==> config.mk <==
export PLATFORM = sky130hd
export DESIGN_NAME = keypad_scanner
export DESIGN_NICKNAME = d
export VERILOG_FILES = /design/src/rtl/keypad_scanner.sv
export SDC_FILE = /design/constraint.sdc
export NUM_CORES = 1
export LEC_CHECK = 0
export ABC_AREA = 1
export BUFFER_PORTS_ARGS = -buffer_cell sky130_fd_sc_hd__buf_2
export CAP_MARGIN = 10
export CORE_MARGIN = 5
export CORE_UTILIZATION = 35
export DETAILED_ROUTE_END_ITERATION = 12
export SETUP_SLACK_MARGIN = 0.15
export SLEW_MARGIN = 20
export SYNTH_ARGS = -nofsm -noshare
export SYNTH_HDL_FRONTEND = slang
export SYNTH_SLANG_ARGS = --single-unit
==> constraint.sdc <==
create_clock -name clk -period 3.7 [get_ports clk]
set_input_delay 0.37 -clock clk [delete_from_list [all_inputs] [get_ports clk]]
set_output_delay 0.37 -clock clk [all_outputs]
set_load 0.005 [all_outputs]
==> src/rtl/keypad_scanner.sv <==
// rtl/keypad_scanner.sv - 4x4 matrix keypad scanner with row synchronizer and debounce
// Drives one column low at a time, samples rows once per dwell period, debounces press and release.
module keypad_scanner #(
   parameter int SCAN_DIV       = 131072,
   parameter int DEBOUNCE_SCANS = 4
) (
   input  logic       clk,
   input  logic       reset_n,
   input  logic [3:0] row_in,
   output logic [3:0] col_out,
   output logic [3:0] key_code,
   output logic       key_valid,
   output logic       key_held
);
   localparam int            DW         = (SCAN_DIV > 1) ? $clog2(SCAN_DIV) : 1;
   localparam logic [DW-1:0] DWELL_LAST = DW'(SCAN_DIV - 1);
   localparam logic [3:0]    DEB_LAST   = 4'(DEBOUNCE_SCANS);

   typedef enum logic [1:0] {SCAN, DEBOUNCE, PRESSED, RELEASE} state_t;

   state_t        state, state_n;
   logic [3:0]    rows_m, rows_s;
   logic [DW-1:0] dwell;
   logic [1:0]    col_idx, col_n;
   logic [1:0]    cand_row, cand_n;
   logic [3:0]    deb_cnt, deb_n, deb_inc;
   logic [3:0]    code_n;
   logic          valid_n, held_n;
   logic          tick, press;
   logic [1:0]    row_idx;

   assign tick    = (dwell == DWELL_LAST);
   assign press   = (rows_s != 4'b1111);
   assign deb_inc = deb_cnt + 4'd1;
   assign col_out = ~(4'b0001 << col_idx);

   // Lowest-index active row wins when several keys share a column.
   always_comb begin
      row_idx = 2'd0;
      if (!rows_s[0])      row_idx = 2'd0;
      else if (!rows_s[1]) row_idx = 2'd1;
      else if (!rows_s[2]) row_idx = 2'd2;
      else if (!rows_s[3]) row_idx = 2'd3;
   end

   always_ff @(posedge clk) begin
      if (!reset_n) begin
         rows_m    <= 4'b1111;
         rows_s    <= 4'b1111;
         dwell     <= '0;
         state     <= SCAN;
         col_idx   <= 2'd0;
         cand_row  <= 2'd0;
         deb_cnt   <= 4'd0;
         key_code  <= 4'd0;
         key_valid <= 1'b0;
         key_held  <= 1'b0;
      end else begin
         rows_m    <= row_in;
         rows_s    <= rows_m;
         dwell     <= tick ? '0 : dwell + 1'b1;
         state     <= state_n;
         col_idx   <= col_n;
         cand_row  <= cand_n;
         deb_cnt   <= deb_n;
         key_code  <= code_n;
         key_valid <= valid_n;
         key_held  <= held_n;
      end
   end

   always_comb begin
      state_n = state;
      col_n   = col_idx;
      cand_n  = cand_row;
      deb_n   = deb_cnt;
      code_n  = key_code;
      valid_n = 1'b0;
      held_n  = key_held;
      if (tick) begin
         case (state)
            SCAN: begin
               if (press) begin
                  cand_n  = row_idx;
                  deb_n   = 4'd1;
                  state_n = DEBOUNCE;
               end else begin
                  col_n = col_idx + 2'd1;
               end
            end
            DEBOUNCE: begin
               if (press && (row_idx == cand_row)) begin
                  deb_n = deb_inc;
                  if (deb_inc == DEB_LAST) begin
                     state_n = PRESSED;
                     code_n  = {cand_row, col_idx};
                     valid_n = 1'b1;
                     held_n  = 1'b1;
                  end
               end else begin
                  state_n = SCAN;
                  col_n   = col_idx + 2'd1;
               end
            end
            PRESSED: begin
               if (!press) begin
                  deb_n   = 4'd1;
                  state_n = RELEASE;
               end
            end
            RELEASE: begin
               if (!press) begin
                  deb_n = deb_inc;
                  if (deb_inc == DEB_LAST) begin
                     held_n  = 1'b0;
                     col_n   = col_idx + 2'd1;
                     state_n = SCAN;
                  end
               end else begin
                  // A press during release confirmation is contact bounce, not a new key.
                  state_n = PRESSED;
               end
            end
            default: state_n = SCAN;
         endcase
      end
   end
endmodule

==> flow_metrics.env <==
export IMPL_run_status="finished, final reports clean"
export IMPL_clock_tree_htree_level_count=2
export IMPL_post_synth_cell_area_avg_um2=7.65
export IMPL_rows=27
export IMPL_grt_first_pass_wirelength_um=6100
export IMPL_post_route_worst_setup_slack_ps=1360
export IMPL_peak_fanout_along_the_critical_path=5
export IMPL_drive_above_1_share_pct=21.6
export IMPL_slew_violations=0
export IMPL_min_path_type="in -> reg"
export IMPL_layout_cell_area_non_filler_mm2=0.00224
export IMPL_grt_start_max_net_pins=16
export IMPL_synth_enable_flop_cells=0
export IMPL_synth_seq_area_share_pct=41.6
export IMPL_tritoncts_clock_tree="yes"
export IMPL_grt_antenna_before_repair=0
export IMPL_fin_util_pct=40.7
export IMPL_cts_buffers_inserted=5
export IMPL_finalWeightedCongestion=0.837
export IMPL_vias_per_cell=4.45
export IMPL_number_of_storage_elements_in_the_synthesis_netlist=41
export IMPL_worstMarginPinSlew_ps=385
export IMPL_clock_skew_ps=6.44
export IMPL_cts_buffer_depth=2
export IMPL_globalRouteOverflowTotal=0
export IMPL_drt_antenna_violating_nets=0
export IMPL_post_drt_wl_per_cell_um=9.46
export IMPL_totalPowerFinal_uw=856
export IMPL_cts_repair_timing_setup_buffer_count=0
export IMPL_startpoint_type="register"
export IMPL_postCtsHoldBufs=0
export IMPL_timing_final_setup_violations=0
export IMPL_first_global_vias=1424
export IMPL_final_setup_tns_ps=0
export IMPL_vdd_ir_drop_max_v=0.000284
export IMPL_core_region_area_mm2=0.00551
export IMPL_max_cap_violation_count=0
export IMPL_netlist_top_cells_count="42 x sky130_fd_sc_hd__nand2_1, 41 x sky130_fd_sc_hd__dfxtp_1, 39 x sky130_fd_sc_hd__nor2_1, 29 x sky130_fd_sc_hd__inv_1, 15 x sky130_fd_sc_hd__a21oi_1"
export IMPL_worst_ep_required_time_ps=3890
export IMPL_postSynthNetCount=271
export IMPL_chipHeight_um=85.1
export IMPL_power_static_leakage_nw=0.934
export IMPL_clock_insertion_delay_worst_skew_ps=290
export IMPL_path_clk_slew_ps=80
export IMPL_cpPeakStageDelay_ps=350
export IMPL_drt_wl_total_um=3310
export IMPL_cts_resized_gates=0
export IMPL_post_route_period_util_pct=63.3
export IMPL_finish_net_count=290
export IMPL_yosys_area_top_type="sky130_fd_sc_hd__dfxtp_1"
export IMPL_ys_async_sr_fraction_pct=0
export IMPL_critical_path_arrival_ps=2530
export IMPL_drt_drc_violations_left=0
export IMPL_synth_flop_cell="sky130_fd_sc_hd__dfxtp_1"
export IMPL_initial_utilization_pct=35.9
export IMPL_crit_path_cell_trace="ha_1, nand2_1, nor2_2, nand2_1, nor2_4, nand2_4, nor4_4, nand3_1, nor2_1, ha_1, o21ai_0, nor2_1, nand3_1, nor2_1, nor2_1"
export IMPL_cts_sink_count=41
export IMPL_criticalPathCategory="reg -> reg"
export IMPL_critical_path_top_cell_by_count="sky130_fd_sc_hd__nor2_1"
export IMPL_rsz_0062_raised_after_global_routing="false"
export IMPL_pre_cts_slack_ps=1350
export IMPL_layout_min_cycle_time_ps=2340
export IMPL_routed_via_count=1559
export IMPL_yosys_top_cells_area="sky130_fd_sc_hd__dfxtp_1 42%, sky130_fd_sc_hd__nand2_1 8.0%, sky130_fd_sc_hd__nor2_1 7.4%"
export IMPL_synthesis_area_mm2=0.00197
export IMPL_first_pass_iters=4
export IMPL_power_per_cell_area_mw_per_mm2=382
export IMPL_ys_warn_count=0
export IMPL_drt_initial_drc_count=56
export IMPL_area_growth_pct=13.6
export IMPL_port_buffer_count=15
export IMPL_postSynthCellCount=258
export IMPL_floorplan_die_width_um=85.1
export IMPL_cts_root_buffer="sky130_fd_sc_hd__clkbuf_8"
export IMPL_grt_usage_pct=10.2
export IMPL_synth_cell_type_count=31
export IMPL_yosys_area_top_type_share_pct=41.6
export IMPL_max_freq_ghz=0.427
export IMPL_dpl_instance_area_mm2=0.00212
export IMPL_timing_slew_headroom_pct=74.3
export IMPL_report_final_hold_viol_count=0
export IMPL_crit_path_top_delay_cell="sky130_fd_sc_hd__dfxtp_1"
export IMPL_n_antenna_cell=0
export IMPL_dieArea_mm2=0.00724
export IMPL_pin_count=16
export IMPL_half_perimeter_wire_length_after_placement_um=2580
export IMPL_crit_path_end_kind="register"
export IMPL_post_synth_top_count_cell="sky130_fd_sc_hd__nand2_1"
export IMPL_setup_reg_to_reg_worst_slack_ps=1360
-- sequential cells by signal, summed over array words and instances (netlist names) --
name,flops
cand_row,2
dwell,17
rows_s,4
key_held,1
key_valid,1
state,2
key_code,4
col_idx,2
rows_m,4
deb_cnt,4
-- cell usage in the layout (no fill, tap or decap), drive strengths merged, types with 3 or more instances in the layout --
| master | count |
|---|---|
| nor3 | 3 |
| or2 | 8 |
| a21oi | 15 |
| buf | 15 |
| nand4 | 8 |
| nand2 | 49 |
| dfxtp | 41 |
| ha | 7 |
| inv | 33 |
| clkbuf | 6 |
| nand3 | 17 |
| o21ai | 14 |
| nor2 | 49 |
-- logic make-up (layout without fill, tap and decap cells) --
group / count (synthesis) / after routing / synth area share [%]
AO/OA/AOI/OAI: 32 / 32 / 8.43
XOR/XNOR: 3 / 3 / 1.33
adder cells (fa/ha/maj): 7 / 7 / 4.44
buffers and inverters: 38 / 58 / 7.79
flip-flops: 41 / 41 / 41.6
AND/OR/NAND/NOR: 137 / 137 / 36.4
-- worst max-delay path: cells and delay by family, from the launching register on --
| kind | cells | cell delay [ps] |
|---|---|---|
| and+or+nand+nor | 12 | 1370 |
| adders and majority gates | 2 | 390 |
| DFF | 1 | 350 |
| AOI/OAI and AO/OA | 1 | 130 |
-- layout make-up --
cell class / count / area (um2)
clock buffers: 6 / 82.6
clock inverters: 2 / 37.5
fillers: 551 / 3260
inverters: 35 / 138
multi-input cells: 179 / 1000
flip-flops and latches: 41 / 821
well taps: 72 / 90.1
repair buffers: 15 / 75.1
-- metrics by stage --
| step | cells | hold slack, ps |
|---|---|---|
| finish | 350 | 265 |
| global route | 350 | 246 |
| CTS | 350 | 248 |
| detailed placement | 342 | 400 |
| global placement | 342 | 395 |
| floorplan | 258 | 393 |
-- final timing paths --
check	from	end	cells past startpoint
max	dwell[0]	col_idx[1]	15
min	row_in[2]	rows_m[2]	2
max reg2reg	dwell[0]	col_idx[1]	15
min reg2reg	rows_m[1]	rows_s[1]	1
-- power by group --
group          switching, mW  total [mW]  internal [mW]
combinational         0.0245      0.0381         0.0135
clock                  0.149       0.368          0.219
sequential           0.00297       0.451          0.448
-- metal layers --
| layer | track usage [%] | vias up | routed length (um) |
|---|---|---|---|
| li1 | - | 862 | - |
| met1 | 12.4 | 674 | 1610 |
| met2 | 17.1 | 19 | 1510 |
| met3 | 3.20 | 4 | 143 |
| met4 | 3.45 | 0 | 40 |
| met5 | 0 | - | 0 |
Note: power is estimated with default switching activity, not from simulation.
